## src/rtl/seg7_scan_ctrl_if.sv

```systemverilog
// Write port of the seven-segment scan controller: a packed hex value plus
// per-digit decimal-point and blanking masks, transferred with valid/ready.
interface seg7_scan_ctrl_if #(
  parameter int DIGITS = 4
);
  logic                  wr_valid;
  logic                  wr_ready;
  logic [4*DIGITS-1:0]   wr_data;
  logic [DIGITS-1:0]     wr_dp;
  logic [DIGITS-1:0]     wr_blank;

  // Producer side: drives the request and holds its payload until accepted.
  modport master (
    output wr_valid,
    output wr_data,
    output wr_dp,
    output wr_blank,
    input  wr_ready
  );

  // Controller side.
  modport slave (
    input  wr_valid,
    input  wr_data,
    input  wr_dp,
    input  wr_blank,
    output wr_ready
  );
endinterface

```

## src/rtl/seg7_scan_ctrl.sv

```systemverilog
// Time-multiplexed scan controller for DIGITS common-anode seven-segment
// digits with frame-aligned commit of staged writes and dead-time blanking.
module seg7_scan_ctrl #(
  parameter int DIGITS   = 4,
  parameter int PRESCALE = 50000,
  parameter int BLANK    = 2
) (
  input  logic               clk,
  input  logic               reset,
  seg7_scan_ctrl_if.slave    wr,
  output logic [6:0]         seg_n,
  output logic               dp_n,
  output logic [DIGITS-1:0]  an_n,
  output logic               frame_tick
);

  localparam int CNT_W = (PRESCALE > 2) ? $clog2(PRESCALE) : 1;
  localparam int IDX_W = $clog2(DIGITS);

  localparam logic [CNT_W-1:0] CNT_LAST  = CNT_W'(PRESCALE - 1);
  localparam logic [CNT_W-1:0] CNT_BLANK = CNT_W'(BLANK);
  localparam logic [IDX_W-1:0] IDX_LAST  = IDX_W'(DIGITS - 1);

  typedef enum logic [0:0] {
    PH_DEAD  = 1'b0,
    PH_DRIVE = 1'b1
  } phase_e;

  // With no dead time the very first slot cycle already drives.
  localparam phase_e PH_RESET = (BLANK == 0) ? PH_DRIVE : PH_DEAD;

  // Hex nibble to active-low {g,f,e,d,c,b,a}.
  function automatic logic [6:0] hex_to_seg(input logic [3:0] h);
    logic [6:0] s;
    case (h)
      4'h0: s = 7'b1000000;
      4'h1: s = 7'b1111001;
      4'h2: s = 7'b0100100;
      4'h3: s = 7'b0110000;
      4'h4: s = 7'b0011001;
      4'h5: s = 7'b0010010;
      4'h6: s = 7'b0000010;
      4'h7: s = 7'b1111000;
      4'h8: s = 7'b0000000;
      4'h9: s = 7'b0010000;
      4'hA: s = 7'b0001000;
      4'hB: s = 7'b0000011;
      4'hC: s = 7'b1000110;
      4'hD: s = 7'b0100001;
      4'hE: s = 7'b0000110;
      default: s = 7'b0001110;
    endcase
    return s;
  endfunction

  // Scan position and slot phase.
  logic [CNT_W-1:0]    cnt_q, cnt_d;
  logic [IDX_W-1:0]    idx_q, idx_d;
  phase_e              phase_q, phase_d;
  logic                boundary;

  // Staged and displayed frame contents.
  logic [4*DIGITS-1:0] stage_data_q, active_data_q;
  logic [DIGITS-1:0]   stage_dp_q, active_dp_q;
  logic [DIGITS-1:0]   stage_blank_q, active_blank_q;
  logic                pending_q;
  logic                accept;

  // Next values of the registered display outputs.
  logic [6:0]          seg_d;
  logic                dp_d;
  logic [DIGITS-1:0]   an_d;

  logic [3:0]          cur_nib;
  logic                cur_dp;
  logic                cur_blank;

  assign cur_nib   = active_data_q[{idx_q, 2'b00} +: 4];
  assign cur_dp    = active_dp_q[idx_q];
  assign cur_blank = active_blank_q[idx_q];

  assign boundary  = (cnt_q == CNT_LAST) && (idx_q == IDX_LAST);

  // Only one write may be outstanding; the producer sees ready until staging fills.
  assign wr.wr_ready = ~pending_q;
  assign accept      = wr.wr_valid && ~pending_q;

  // Next-state and output decode for the per-slot phase machine.
  // NOTE: every signal is given a default first so no path leaves one unassigned (no latches).
  always_comb begin
    cnt_d = cnt_q;
    idx_d = idx_q;
    seg_d = 7'b1111111;
    dp_d  = 1'b1;
    an_d  = '1;

    if (cnt_q == CNT_LAST) begin
      cnt_d = '0;
      idx_d = (idx_q == IDX_LAST) ? '0 : idx_q + IDX_W'(1);
    end else begin
      cnt_d = cnt_q + CNT_W'(1);
    end

    phase_d = (cnt_d < CNT_BLANK) ? PH_DEAD : PH_DRIVE;

    case (phase_q)
      PH_DRIVE: begin
        if (!cur_blank) begin
          an_d[idx_q] = 1'b0;
          seg_d       = hex_to_seg(cur_nib);
          dp_d        = ~cur_dp;
        end
      end
      default: ;
    endcase
  end

  // NOTE: sequential state uses non-blocking assignments so every flop samples pre-edge values.
  always_ff @(posedge clk or negedge reset) begin
    if (!reset) begin
      cnt_q   <= '0;
      idx_q   <= '0;
      phase_q <= PH_RESET;
    end else begin
      cnt_q   <= cnt_d;
      idx_q   <= idx_d;
      phase_q <= phase_d;
    end
  end

  // Commit at a frame boundary has priority; a write can only be staged
  // while nothing is pending, so the two branches never compete for one write.
  // NOTE: staging and active registers are reset too, so a discarded write can never surface.
  always_ff @(posedge clk or negedge reset) begin
    if (!reset) begin
      stage_data_q   <= '0;
      stage_dp_q     <= '0;
      stage_blank_q  <= '0;
      active_data_q  <= '0;
      active_dp_q    <= '0;
      active_blank_q <= '0;
      pending_q      <= 1'b0;
    end else if (boundary && pending_q) begin
      active_data_q  <= stage_data_q;
      active_dp_q    <= stage_dp_q;
      active_blank_q <= stage_blank_q;
      pending_q      <= 1'b0;
    end else if (accept) begin
      stage_data_q   <= wr.wr_data;
      stage_dp_q     <= wr.wr_dp;
      stage_blank_q  <= wr.wr_blank;
      pending_q      <= 1'b1;
    end
  end

  // Registered pin drivers, one cycle behind the scan position.
  always_ff @(posedge clk or negedge reset) begin
    if (!reset) begin
      seg_n      <= 7'b1111111;
      dp_n       <= 1'b1;
      an_n       <= '1;
      frame_tick <= 1'b0;
    end else begin
      seg_n      <= seg_d;
      dp_n       <= dp_d;
      an_n       <= an_d;
      frame_tick <= boundary;
    end
  end

endmodule

```

## src/flat_wrapper.sv

```systemverilog
// flat-port wrapper written by rule: the top's interface ports become plain ports
module seg7_scan_ctrl_flat 
#(
  parameter int DIGITS   = 4,
  parameter int PRESCALE = 50000,
  parameter int BLANK    = 2
)
  (clk, reset, seg_n, dp_n, an_n, frame_tick, wr_wr_valid, wr_wr_data, wr_wr_dp, wr_wr_blank, wr_wr_ready);
  seg7_scan_ctrl_if #(.DIGITS(DIGITS)) wr_i ();
  input  logic clk;
  input  logic reset;
  output logic [6:0] seg_n;
  output logic dp_n;
  output logic [DIGITS-1:0] an_n;
  output logic frame_tick;
  input wire logic [$bits(wr_i.wr_valid)-1:0] wr_wr_valid;
  input wire logic [$bits(wr_i.wr_data)-1:0] wr_wr_data;
  input wire logic [$bits(wr_i.wr_dp)-1:0] wr_wr_dp;
  input wire logic [$bits(wr_i.wr_blank)-1:0] wr_wr_blank;
  output wire logic [$bits(wr_i.wr_ready)-1:0] wr_wr_ready;
  assign wr_i.wr_valid = wr_wr_valid;
  assign wr_i.wr_data = wr_wr_data;
  assign wr_i.wr_dp = wr_wr_dp;
  assign wr_i.wr_blank = wr_wr_blank;
  assign wr_wr_ready = wr_i.wr_ready;
  seg7_scan_ctrl #(.DIGITS(DIGITS), .PRESCALE(PRESCALE), .BLANK(BLANK)) u_core (.clk(clk), .reset(reset), .wr(wr_i), .seg_n(seg_n), .dp_n(dp_n), .an_n(an_n), .frame_tick(frame_tick));
endmodule
```

## config.mk

```make
export PLATFORM = sky130hd
export DESIGN_NAME = seg7_scan_ctrl_flat
export DESIGN_NICKNAME = d
export VERILOG_FILES = /design/src/rtl/seg7_scan_ctrl_if.sv /design/src/rtl/seg7_scan_ctrl.sv /design/src/flat_wrapper.sv
export SDC_FILE = /design/constraint.sdc
export NUM_CORES = 1
export LEC_CHECK = 0
export ABC_AREA = 1
export BUFFER_PORTS_ARGS = -buffer_cell sky130_fd_sc_hd__buf_2
export CORE_MARGIN = 10
export CORE_UTILIZATION = 58
export CTS_CLUSTER_SIZE = 14
export DETAILED_ROUTE_END_ITERATION = 16
export PLACE_DENSITY = 0.83
export SLEW_MARGIN = 20
export SYNTH_ARGS = -nofsm -noshare
export SYNTH_HDL_FRONTEND = slang
export SYNTH_SLANG_ARGS = --single-unit
```

## constraint.sdc

```tcl
create_clock -name clk -period 2.4 [get_ports clk]
set_input_delay 0.36 -clock clk [delete_from_list [all_inputs] [get_ports clk]]
set_output_delay 0.36 -clock clk [all_outputs]
set_load 0.02 [all_outputs]
```

# Yosys cells after proc, flatten, opt, wreduce, memory -nomap -nowiden

Memories as Yosys holds them, arrays and structs flattened.
Cells that the tools add are included.

Register bits after elaboration: 81
Bits in read-only memories: 112
Input bits: 27
Output and inout port bits: 14
Word-level logic and storage cells: 50
Memories: 1

Memories:

| name            | words | width | read ports | clocked after memory_dff | wr ports | RTL line             | source |
|---|---|---|---|---|---|---|---|
| (no name shown) | 16    | 7     | 1          | 0                        | 0        | seg7_scan_ctrl.sv:35 | `case (h)` |

$add $sub $neg: 2
Order comparisons: 3
Eq/ne operators: 2
Shift-type cells: 1
Mux-type cells: 17
Bitwise logic cells: 4
Reduce and logical (&&, ||, !) cells: 6

Operator list:

| cell                                                                   | count |
|---|---|
| 16-bit by 1-bit adder with 16-bit output (second input constant)       | 1 |
| 16-bit equality test (second input constant)                           | 1 |
| 16-bit by 2-bit < comparator with 1-bit output (second input constant) | 1 |
| 16-bit two-way mux                                                     | 1 |
| 16-bit by 5-bit indexed part select with 4-bit output                  | 1 |
| 7-bit two-way mux                                                      | 2 |
| 1-bit two-way mux                                                      | 8 |
| 4-bit two-way mux                                                      | 2 |
| 1-bit binary-select mux with 2-bit select                              | 2 |
| 1-bit logical AND                                                      | 4 |
| 4-bit inverter                                                         | 1 |
| 2-bit by 3-bit < comparator with 1-bit output (second input constant)  | 1 |
| 1-bit inverter                                                         | 3 |
| 2-bit by 1-bit adder with 2-bit output (second input constant)         | 1 |
| 1-bit demux with 2-bit select                                          | 1 |
| 2-bit equality test (second input constant)                            | 1 |
| 2-bit by 1-bit >= comparator with 1-bit output (second input constant) | 1 |
| 2-bit two-way mux                                                      | 1 |
| 2-bit AND reduction                                                    | 1 |
| 2-bit nonzero test                                                     | 1 |

# Logic depth before layout (Yosys ltp)

Gate-level depths: netlist of run 1.

Depth in word-level cells: 7
Mapped depth: 12
Depth with buffers taken out: 11

# Least setup slack after synthesis of run 1

Ideal clock, no wire load.

Path type: register -> register
Start point: register u_core.idx_q[0]
End point: register u_core.seg_n[3]
Setup time: 0.064 ns
Data arrival time: 1.690 ns
Required time: 2.336 ns
Setup slack: 0.647 ns
Cell stages (with the launch flop): 10
Buffers on the path: 1
Clock period less this slack: 1.753 ns
Path through: dfrtp_1 > inv_1 > clkbuf_1 > nand2_1 > nand3_1 > nand2_1 > ha_1 > o21ai_0 > nand2_1 > nand3_1

Longest elaborated chain between the ends: 4
Elaborated cells on any way between the ends: 6
Those cells by class: shift: 1; mux: 4; memory: 1

RTL lines:

| element                                                                                                                   | RTL line                                   | source |
|---|---|---|
| start, declared                                                                                                           | seg7_scan_ctrl.sv:58                       | `logic [IDX_W-1:0] idx_q, idx_d;` |
| start signal, assigned                                                                                                    | seg7_scan_ctrl.sv:126                      | `idx_q <= idx_d;` |
| 16-bit by 5-bit indexed part select with 4-bit output / 1-bit binary-select mux with 2-bit select (equally long branches) | seg7_scan_ctrl.sv:78, seg7_scan_ctrl.sv:80 |  |
| memory read 16 x 7 bit / 1-bit two-way mux (equally long branches)                                                        | -                                          |  |
| 7-bit two-way mux *                                                                                                       | seg7_scan_ctrl.sv:108                      | `if (!cur_blank) begin` |
| 7-bit two-way mux *                                                                                                       | seg7_scan_ctrl.sv:106                      | `case (phase_q)` |
| via u_core.seg_d[3]                                                                                                       | seg7_scan_ctrl.sv:70                       | `logic [6:0] seg_d;` |
| end signal, assigned                                                                                                      | seg7_scan_ctrl.sv:164                      | `seg_n <= seg_d;` |
| end, declared                                                                                                             | seg7_scan_ctrl.sv:11                       | `output logic [6:0] seg_n,` |

Mark *: on every way through the listed nets, which the timed path passes. The rest lies on a longest branch. The select of a mux whose other input is x is not followed.
A chain may end at the register's enable or synchronous reset.

# Worst setup path in the final report of run 1

Start point: register u_core.idx_q[1]
End point: register u_core.seg_n[2]

The elaborated chain is that of the path after synthesis.

==> results of run 1 <==
-- layer usage --
layer / wire [um] / vias to the layer above / part of all wire [%]
met1: 3450 / 1408 / 43
met4: 128 / 0 / 1.6
met2: 3900 / 72 / 49
met5: 0 / - / 0
met3: 476 / 16 / 6.0
li1: - / 1460 / -
-- synth_stat cells --
master	n
xor2_1	2
a21oi_1	7
a21o_1	1
nand2_1	133
buf_6	3
inv_1	45
o211ai_1	3
mux2_2	19
o22ai_1	2
inv_2	2
nand3b_1	2
dfstp_2	12
nand2_2	7
nor2_2	1
nor2_1	44
clkbuf_2	1
o21bai_1	1
a31oi_1	1
nand3_1	33
nand2_4	1
dfrtp_1	69
nand4_1	3
clkbuf_1	5
o311ai_0	1
nor2_4	2
ha_1	11
o21ai_0	20
buf_2	3
-- cell usage in the layout (no fill, tap or decap), drive strengths merged --
cell and instances:
dfrtp 69, a21o 1, o211ai 3, o21ai 20, nor2 47, inv 48
o21bai 1, o311ai 1, a21oi 7, mux2 19, bufinv 1, clkbuf 9
dfstp 12, o22ai 2, nand3b 2, nand4 3, dlygate4sd3 1, nand2 141
nand3 33, buf 46, a31oi 1, xor2 2, ha 11, clkinv 5
-- cells by family (layout without fill, tap and decap cells) --
group / after synthesis / after routing / synth area share [%]
flops: 81 / 81 / 53.6
buf+inv: 59 / 110 / 6.54
compound gates: 36 / 36 / 5.26
simple gates: 226 / 226 / 24.9
fa+ha+maj: 11 / 11 / 3.61
mux: 19 / 19 / 5.62
xor+xnor: 2 / 2 / 0.460
-- worst max-delay path, delay by kind of cell (launching register included) --
family / cells / cell delay [ns]
simple gates: 2 / 0.36
fa+ha+maj: 1 / 0.22
flops: 1 / 0.50
compound gates: 1 / 0.38
buf+inv: 2 / 0.36
-- final cells by class --
type / count / area, um^2 / share of cell area, %
Clock buffer: 9 / 124 / 2.88
Clock inverter: 7 / 78.8 / 1.83
Inverter: 47 / 176 / 4.10
Multi-Input combinational cell: 294 / 1520 / 35.2
Sequential cell: 81 / 2040 / 47.4
Tap cell: 77 / 96.3 / 2.24
Timing Repair Buffer: 47 / 270 / 6.28
-- through the flow --
stage / util, % / hold slack (ns) / area, um^2
3_3_place_gp: 64.4 / 0.354 / 4090
3_5_place_dp: 64.4 / 0.365 / 4090
6_report: 67.8 / 0.221 / 4300
2_1_floorplan: - / 0.0644 / 3810
5_1_grt: 67.8 / 0.222 / 4300
4_1_cts: 67.8 / 0.212 / 4300
-- power groups by stage --
stage | registers (mW) | clock network [mW] | logic [mW]
finish | 1.36 | 1.01 | 0.0512
global route | 1.36 | 1.08 | 0.0592
CTS | 1.36 | 1.04 | 0.0537
detailed placement | 1.39 | 0 | 0.0524
global placement | 1.39 | 0 | 0.0507
floorplan | 1.39 | 0 | 0.000393
-- flip-flops by register name, summed over array words and instances (netlist names) --
register               cells
u_core.seg_n               7
u_core.stage_blank_q       4
u_core.frame_tick          1
u_core.dp_n                1
u_core.an_n                4
u_core.stage_dp_q          4
u_core.active_blank_q      4
u_core.active_dp_q         4
u_core.stage_data_q       16
u_core.cnt_q              16
u_core.idx_q               2
u_core.active_data_q      16
u_core.phase_q             1
u_core.pending_q           1
-- worst max-delay path by stage --
stage / end / slack, ns / cells after the start
detailed placement: u_core.seg_n[2] / 0.41 / 6
finish: u_core.seg_n[2] / 0.46 / 6
CTS: u_core.seg_n[2] / 0.43 / 6
global placement: u_core.seg_n[2] / 0.54 / 6
floorplan: u_core.seg_n[3] / 0.65 / 9
global route: u_core.seg_n[2] / 0.28 / 6
-- timing repair --
item                      in CTS  in global routing
hold endpoints to repair      26                  0
hold buffers                   1                  0
resized for setup              0                  0
==> reports/results.tsv, run 1 <==
stage	metric	value	unit
setup_path	CP arrival	2.18	ns
global_route	initial antenna violation count	0	
setup_path	crit end category	register	
finish	Layout Area Growth over Synthesis	13.0	%
placement	port bufs	40	
floorplan	I/O pin count	41	
timing	final setup fails	0	
placement	Detailed Place HPWL	5810	um
yosys	Yosys Warn Count	0	
worst_hold_path	Worst Hold Path EP	u_core.stage_data_q[10]	
timing	Worst Max-Slew Pin Slew	0.494	ns
setup_path	R2R Path End	u_core.seg_n[2]	
cts	post-CTS setup buffers	0	
timing	slew margin rel.	67.1	%
cts	CTS tree	built	
setup_path	crit path launch	u_core.idx_q[1]	
yosys	Synth Cell Area	0.00381	mm^2
global_route	Global Route met1 Usage	20.1	%
drt	Routed Antenna Nets	0	
drt	routed vias/inst	5.26	
drt	# DRC	0	
setup_path	CP cell instances	inv_1 -> nand3_1 -> nand2_1 -> inv_1 -> ha_1 -> o311ai_0	
yosys	Area contributors post-synth	dfrtp_1 45%, nand2_1 13%, dfstp_2 8.3%	
global_route	All-Layer GR Usage	16.5	%
yosys	Syn Nets	472	
drt	final WL	7960	um
cts	Clock transition at path regs	0.09	ns
setup_path	reg2reg start	u_core.idx_q[1]	
run_status	status	completed	
pwr	switching power total	555	uW
cts	Root Driver	clkbuf_8	
timing	clock skew	0.0117	ns
finish	FILL cells	499	
timing	Setup Total Neg Slack	0	ns
yosys	post-synth top area cell	dfrtp_1	
setup_path	critical setup path kind	register to register	
floorplan	Die H	101	um
floorplan	Core Rows	29	
timing	Tmin final	1.94	ns
yosys	Synth top area share	45.3	%
setup_path	CP peak stage delay	0.50	ns
pwr	P per Cell Area	564	mW/mm^2
finish	fin nets	518	
pwr	Internal	1.87	mW
global_route	vias in the first global route	2948	
global_route	routing usage on met3	4.87	%
floorplan	full die area	0.0102	mm^2
finish	fraction of layout cells with a size suffix above 1	21.9	%
pwr	Switching Fraction	22.8	%
placement	DP Cell Count	545	
placement	Setup WS pre-CTS	0.408	ns
finish	n_diodes	0	
setup_path	most used cell, CP	inv_1	
timing	setup slack after layout	0.455	ns
drt	DR iter-0 viols	218	
cts	CTS sink count	81	
yosys	Cell variety after synth	28	
global_route	GRT Max-Usage Layer	met2	
global_route	GR Util met2	27.2	%
worst_hold_path	Worst Hold Launch	wr_wr_data[10]	
worst_hold_path	worst hold path type	input port to register	
timing	Final Cycle Share	81.0	%
timing	f_max	0.514	GHz
pwr	Max rail drop VDD	0.586	mV
setup_path	reg2reg path depth	6	
cts	worst-skew pair later-pin latency	0.36	ns
yosys	Mean Syn Cell Area	8.77	um^2
setup_path	worst-path maximum fanout	10	
cts	number of CTS-inserted buffers	9	
yosys	Seq cells post-synth	81	
pwr	leak pwr	2.35	nW
timing	RSZ-0062 raised after global routing	no	
timing	Slew Viols, Final	0	
setup_path	WP data required	2.64	ns
setup_path	r2r setup slk	0.46	ns
floorplan	Die X	101	um
pwr	Clock Power Share	41.7	%
pwr	Seq pwr share	56.2	%
cts	Max Root-Sink Buffers	2	
floorplan	core area	0.00635	mm^2
placement	RD Place Congestion	0.929	
setup_path	Critical-path top delay cell	dfrtp_1	
flow_run	Max Cap Violations	0	
global_route	pin count of the biggest net entering global routing	46	
cts	H-tree levels	3	
pwr	Power Total	2.43	mW
pwr	power share of the combinational group	2.1	%
global_route	first-pass GRT wire length	13600	um
timing	Hold Fails Final Rpt	0	
drt	Via Count	2956	
drt	drt pass-1 iters	4	
floorplan	Starting Density	60.0	%
yosys	Gate Count Post-Synth	434	
worst_hold_path	Hold Path Cell Cnt	2	
yosys	sequential share of the synthesized area	53.6	%
finish	non-filler instance count after layout	562	
setup_path	Setup crit start kind	register	
global_route	total congestion overflow	0	
drt	wire per inst	14.2	um
No activity file was read; power rests on OpenSTA's default activity.
==> run 2, diff against run 1 <==
Settings changed: CORE_UTILIZATION 58 to 53, PLACE_DENSITY 0.83 to 0.8.
Clock period 2.4 ns to 1.6 ns, I/O delays scaled along.
==> run 2 against run 1 <==
The run now ends with setup timing left. Cell area increased by 13%. Sequential share of layout area decreased by 5.5 points. Routed wire length increased by 8.2%. First-iteration DRC count decreased by 6.9%. Largest cell class unchanged. Largest power group unchanged.
==> reports/results.tsv, run 2 (synthesis gave the netlist of run 1 again) <==
stage	metric	value	unit
floorplan	Die X	105	um
floorplan	I/O pin count	41	
cts	CTS tree	built	
setup_path	CP peak stage delay	0.40	ns
floorplan	Die H	105	um
run_status	failing checks	setup timing	
setup_path	worst-path maximum fanout	4	
finish	commonest non-fill, non-tap cell in the layout	nand2_1	
timing	Final Cycle Share	102	%
placement	port bufs	40	
finish	n_diodes	0	
pwr	Power Total	3.97	mW
drt	drt pass-1 iters	4	
global_route	All-Layer GR Usage	15.2	%
pwr	Max rail drop VDD	0.561	mV
cts	CTS sink count	81	
floorplan	full die area	0.0110	mm^2
setup_path	Worst Path Buf+Inv	2	
placement	DP Cell Count	588	
finish	Layout Area Growth over Synthesis	28.0	%
placement	Setup WS pre-CTS	-0.125	ns
timing	Setup Total Neg Slack	-0.104	ns
timing	slew margin rel.	77.7	%
setup_path	CP arrival	1.86	ns
cts	number of CTS-inserted buffers	9	
placement	RD Place Congestion	0.889	
setup_path	Setup crit start kind	register	
setup_path	WP data required	1.83	ns
finish	fraction of layout cells with a size suffix above 1	34.6	%
timing	RSZ-0062 raised after global routing	yes	
cts	worst-skew pair later-pin latency	0.35	ns
finish	Util after Layout	70.9	%
timing	setup slack after layout	-0.0357	ns
cts	H-tree levels	3	
global_route	first-pass GRT wire length	13900	um
cts	Clock transition at path regs	0.09	ns
pwr	leak pwr	2.59	nW
setup_path	critical setup path kind	register to register	
finish	fin nets	551	
timing	f_max	0.611	GHz
global_route	pin count of the biggest net entering global routing	53	
finish	most frequent cells in the layout	124 x nand2_1, 66 x dfrtp_1, 42 x inv_1, 39 x buf_2, 34 x nor2_1	
floorplan	Starting Density	55.4	%
drt	DR iter-0 viols	203	
setup_path	Critical-path top delay cell	dfrtp_1	
setup_path	CP cell instances	ha_4 -> nand2_4 -> nor2_4 -> inv_2 -> nor2_4 -> buf_4 -> nand2_2 -> nand3_1 -> nand2_1 -> nor2_1 -> nand3_1	
drt	# DRC	0	
timing	clock skew	0.00867	ns
global_route	total congestion overflow	0	
finish	non-filler instance count after layout	614	
drt	routed vias/inst	5.15	
run_status	status	finished with violations	
pwr	P per Cell Area	814	mW/mm^2
timing	Worst Max-Slew Pin Slew	0.333	ns
drt	Routed Antenna Nets	0	
timing	Tmin final	1.64	ns
global_route	initial antenna violation count	0	
flow_run	Max Cap Violations	0	
timing	Hold Fails Final Rpt	0	
placement	Detailed Place HPWL	5990	um
drt	Via Count	3165	
floorplan	Core Rows	30	
setup_path	CP top delay family	simple AND/OR/NAND/NOR gates	
placement	area post-placement	0.00434	mm^2
worst_hold_path	worst hold path type	input port to register	
drt	final WL	8610	um
finish	Largest regs	u_core.active_data_q x16, u_core.cnt_q x16, u_core.stage_data_q x16	
floorplan	core area	0.00687	mm^2
cts	Root Driver	clkbuf_8	
timing	Slew Viols, Final	0	
cts	Max Root-Sink Buffers	2	
timing	final setup fails	9	
drt	wire per inst	14.0	um
finish	design area	0.00487	mm^2
setup_path	crit end category	register	
timing	Hold WS	0.114	ns
global_route	vias in the first global route	2981	
## run 2: cell count changes in the layout (fill, tap and decap cells not counted), sizes merged
cell | before | now
nand2 | 141 | 142
bufinv | 1 | 3
buf | 46 | 78
clkinvlp | 0 | 1
clkbuf | 9 | 10
clkinv | 5 | 1
## run 2: area by class of cell
type                            instances  area (um^2)
Sequential cell                        81         2050
Fill cell                             508         2000
Timing Repair Buffer                   79          567
Clock inverter                          6          114
Inverter                               47          184
Multi-Input combinational cell        295         1710
Clock buffer                           10          138
Tap cell                               96          120
## run 2: path summary, 6_finish.rpt
check / start / endpoint / slack, ns / depth (start not counted)
worst max-delay path: u_core.cnt_q[1] / u_core.phase_q / -0.04 / 11
worst min-delay path: wr_wr_data[9] / u_core.stage_data_q[9] / 0.11 / 2
worst max register to register: u_core.cnt_q[1] / u_core.phase_q / -0.04 / 11
worst min register to register: u_core.stage_data_q[7] / u_core.active_data_q[7] / 0.47 / 2
max in group asynchronous: reset / u_core.an_n[3] / 0.79 / 3
min in group asynchronous: reset / u_core.cnt_q[10] / 0.24 / 2
## run 2: metal layers
layer	vias up	part of all wire [%]	global-route usage, %
met5	-	0	0
met4	0	1.9	5.78
met3	15	4.8	3.99
met2	88	50	24.4
met1	1532	43	19.1
li1	1530	-	-
## run 2: where the power goes
part / internal, mW / switching [mW]
registers: 2.05 / 0
logic: 0.0313 / 0.0467
clock network: 1.09 / 0.757
total: 3.16 / 0.804
## run 2: worst reg2reg max path: cells and delay by family, from the launching register on
kind          cells  cell delay, ns
buf+inv           2            0.18
simple gates      8            0.79
fa+ha+maj         1            0.16
flops             1            0.40
## run 2: repair_timing
action                                 in CTS  in global routing
setup endpoints to repair                  33                 34
setup buffers                               3                  5
pin swaps                                   3                 11
hold buffers                                1                  0
gates resized for setup                    15                 48
cloned                                      0                  1
endpoints found under the hold margin      69                  0
==> run 3, diff against run 2 <==
Settings changed: ABC_AREA 1 to default, CORE_ASPECT_RATIO from default to 1.5.
==> run 3 against run 2 <==
The run still ends with setup timing left. Non-clock buffer count increased by 41. Cell area increased by 7.7%. Global-route usage increased by 1.1 points. Sequential share of layout area decreased by 3.0 points. Maximum frequency decreased by 17%. Sequential power increased by 6%. Clock-buffer cell count unchanged. Critical path depth decreased by 4. Power decreased by 8.8%. Critical path type unchanged. Largest power group unchanged.
==> reports/results.tsv, run 3 <==
stage	metric	value	unit
setup_path	crit end category	register	
floorplan	Starting Density	54.1	%
finish	Layout Area Growth over Synthesis	35.0	%
drt	Via Count	2779	
timing	f_max	0.510	GHz
run_status	failing checks	setup timing	
finish	FILL cells	452	
cts	Root Driver	clkbuf_8	
yosys	post-synth top area cell	dfrtp_1	
floorplan	full die area	0.0112	mm^2
yosys	most frequent cell after synthesis	dfrtp_1	
timing	Tmin final	1.96	ns
finish	non-filler instance count after layout	517	
floorplan	I/O pin count	41	
yosys	Post-Synth Adder-Cell Area	3.54	%
cts	CTS sink count	81	
finish	commonest non-fill, non-tap cell in the layout	dfrtp_1	
setup_path	CP peak stage delay	0.36	ns
global_route	All-Layer GR Usage	16.3	%
cts	H-tree levels	3	
worst_hold_path	worst hold path type	input port to register	
global_route	first-pass GRT wire length	14900	um
yosys	ys async rst share	100	%
timing	Hold WS	0.110	ns
setup_path	worst-path maximum fanout	21	
finish	Util after Layout	73.1	%
timing	Setup Total Neg Slack	-12.01	ns
yosys	Compound-Gate Fraction of Synth Area	4.67	%
yosys	multiplexer share of the synthesized area	19.8	%
setup_path	Critical-path top delay cell	dfrtp_1	
global_route	initial antenna violation count	0	
cts	CTS tree	built	
drt	drt pass-1 iters	7	
drt	routed vias/inst	5.38	
yosys	EDFF count, synth	0	
finish	fin nets	451	
floorplan	Die H	125	um
drt	DR iter-0 viols	182	
drt	final WL	9170	um
finish	n_diodes	0	
yosys	top cells by count, synth	69 x dfrtp_1, 30 x mux2_2, 19 x mux2_4	
global_route	vias in the first global route	3060	
cts	Max Root-Sink Buffers	2	
setup_path	Setup crit start kind	register	
yosys	Area contributors post-synth	dfrtp_1 44%, mux2_2 8.7%, dfstp_2 8.1%	
cts	number of CTS-inserted buffers	9	
yosys	largest family of logic cells by synthesized area	multiplexers	
pwr	leak pwr	2.48	nW
timing	RSZ-0062 raised after global routing	yes	
yosys	Mean Syn Cell Area	12.7	um^2
yosys	Syn Nets	343	
timing	clock skew	0.0141	ns
setup_path	critical setup path kind	register to register	
drt	# DRC	0	
yosys	Gate Count Post-Synth	305	
setup_path	CP cell instances	ha_1 -> and3_4 -> nand4b_1 -> nor4b_4 -> nand3_4 -> buf_12 -> mux2_4	
timing	final setup fails	47	
yosys	Simple-Gate Fraction of Synth Area	11.8	%
pwr	Max rail drop VDD	0.707	mV
drt	Routed Antenna Nets	0	
yosys	Synth Cell Area	0.00389	mm^2
timing	Worst Max-Slew Pin Slew	0.371	ns
floorplan	Die X	89.9	um
cts	worst-skew pair later-pin latency	0.36	ns
timing	Final Cycle Share	123	%
yosys	sequential share of the synthesized area	52.5	%
placement	Detailed Place HPWL	6310	um
global_route	pin count of the biggest net entering global routing	55	
yosys	Yosys Warn Count	0	
timing	Slew Viols, Final	0	
global_route	total congestion overflow	0	
timing	slew margin rel.	74.7	%
placement	RD Place Congestion	0.936	
floorplan	Core Rows	38	
pwr	P per Cell Area	690	mW/mm^2
timing	Hold Fails Final Rpt	0	
yosys	Synth Flop Type	dfrtp_1	
yosys	Seq cells post-synth	81	
yosys	Synth top area share	44.4	%
finish	most frequent cells in the layout	67 x dfrtp_1, 57 x buf_4, 41 x buf_2, 30 x mux2_2, 19 x mux2_4	
placement	DP Cell Count	485	
setup_path	CP arrival	2.20	ns
run_status	status	finished with violations	
setup_path	WP data required	1.84	ns
yosys	Cell variety after synth	47	
floorplan	core area	0.00718	mm^2
pwr	Power Total	3.62	mW
flow_run	Max Cap Violations	0	
yosys	XOR/XNOR Fraction of Synth Area	3.83	%
timing	setup slack after layout	-0.362	ns
drt	wire per inst	17.7	um
cts	Clock transition at path regs	0.08	ns
finish	Largest regs	u_core.active_data_q x16, u_core.cnt_q x16, u_core.stage_data_q x16	
finish	fraction of layout cells with a size suffix above 1	60.0	%
placement	port bufs	40	
run 3: changes by cell type after synthesis, sizes merged, moves of 6 or more:
cell   before  now
mux2       19   49
xnor2       0    9
xor2        2    8
mux4        0    6
buf         6   13
nand2     141   17
inv        47    9
nand3      33   14
o21ai      20    5
and3        0    6
nor2       47   18
run 3: logic make-up (layout without fill, tap and decap cells):
| family | count (synthesis) | in the layout |
|---|---|---|
| xor gates and xnor gates | 17 | 17 |
| DFF | 81 | 81 |
| AOI/OAI and AO/OA | 26 | 26 |
| muxes | 56 | 56 |
| buffers and inverters | 32 | 144 |
| adders and majority gates | 11 | 11 |
| and+or+nand+nor | 82 | 82 |
run 3: timing repair:
item | in CTS | in global routing
gates cloned | 3 | 0
resized for setup | 44 | 26
endpoints found under the setup margin | 49 | 52
endpoints found under the hold margin | 69 | 0
setup buffers | 11 | 5
pin swaps | 14 | 10
hold buffers | 1 | 0
run 3: layout make-up:
type	count	area, um^2	share of cell area [%]
clock inverters	5	32.5	0.620
multi-input cells	192	1950	37.1
clock buffers	10	138	2.62
well taps	100	125	2.38
repair buffers	120	918	17.5
inverters	9	41.3	0.787
flip-flops and latches	81	2040	39.0
run 3: where the power goes:
group          internal, mW  switching, mW
Sequential             2.13         0.0436
Clock                 0.590          0.704
Combinational        0.0897         0.0650
Total                  2.81          0.813
run 3: path summary, 6_finish.rpt:
check                                        start                        to  slack (ns)  cells past startpoint
setup / recovery                   u_core.cnt_q[0]  u_core.active_data_q[14]       -0.36                      7
setup reg to reg                   u_core.cnt_q[0]  u_core.active_data_q[14]       -0.36                      7
max in group asynchronous                    reset           u_core.seg_n[6]        0.83                      3
min in group asynchronous                    reset    u_core.stage_data_q[6]        0.42                      3
hold reg to reg            u_core.stage_blank_q[2]  u_core.active_blank_q[2]        0.50                      1
hold / removal                         wr_wr_valid          u_core.pending_q        0.11                      2
run 3: metal layers:
layer	vias to the layer above	wire length (um)	track usage, %
met5	-	0	0
met4	0	275	8.74
met3	23	311	3.74
met2	74	5110	30.1
met1	1395	3480	16.4
li1	1287	-	-
run 3: through the flow:
step,area [um^2],setup WS (ns)
floorplan,3970,-0.458
global placement,4690,-0.321
detailed placement,4690,-0.349
CTS,5130,-0.347
global route,5250,-0.456
finish,5250,-0.362
run 3: critical path, delay by kind of cell (launching register included):
kind / cells / cell delay, ns
and+or+nand+nor: 4 / 0.82
DFF: 1 / 0.36
muxes: 1 / 0.31
buffers and inverters: 1 / 0.18
adders and majority gates: 1 / 0.17
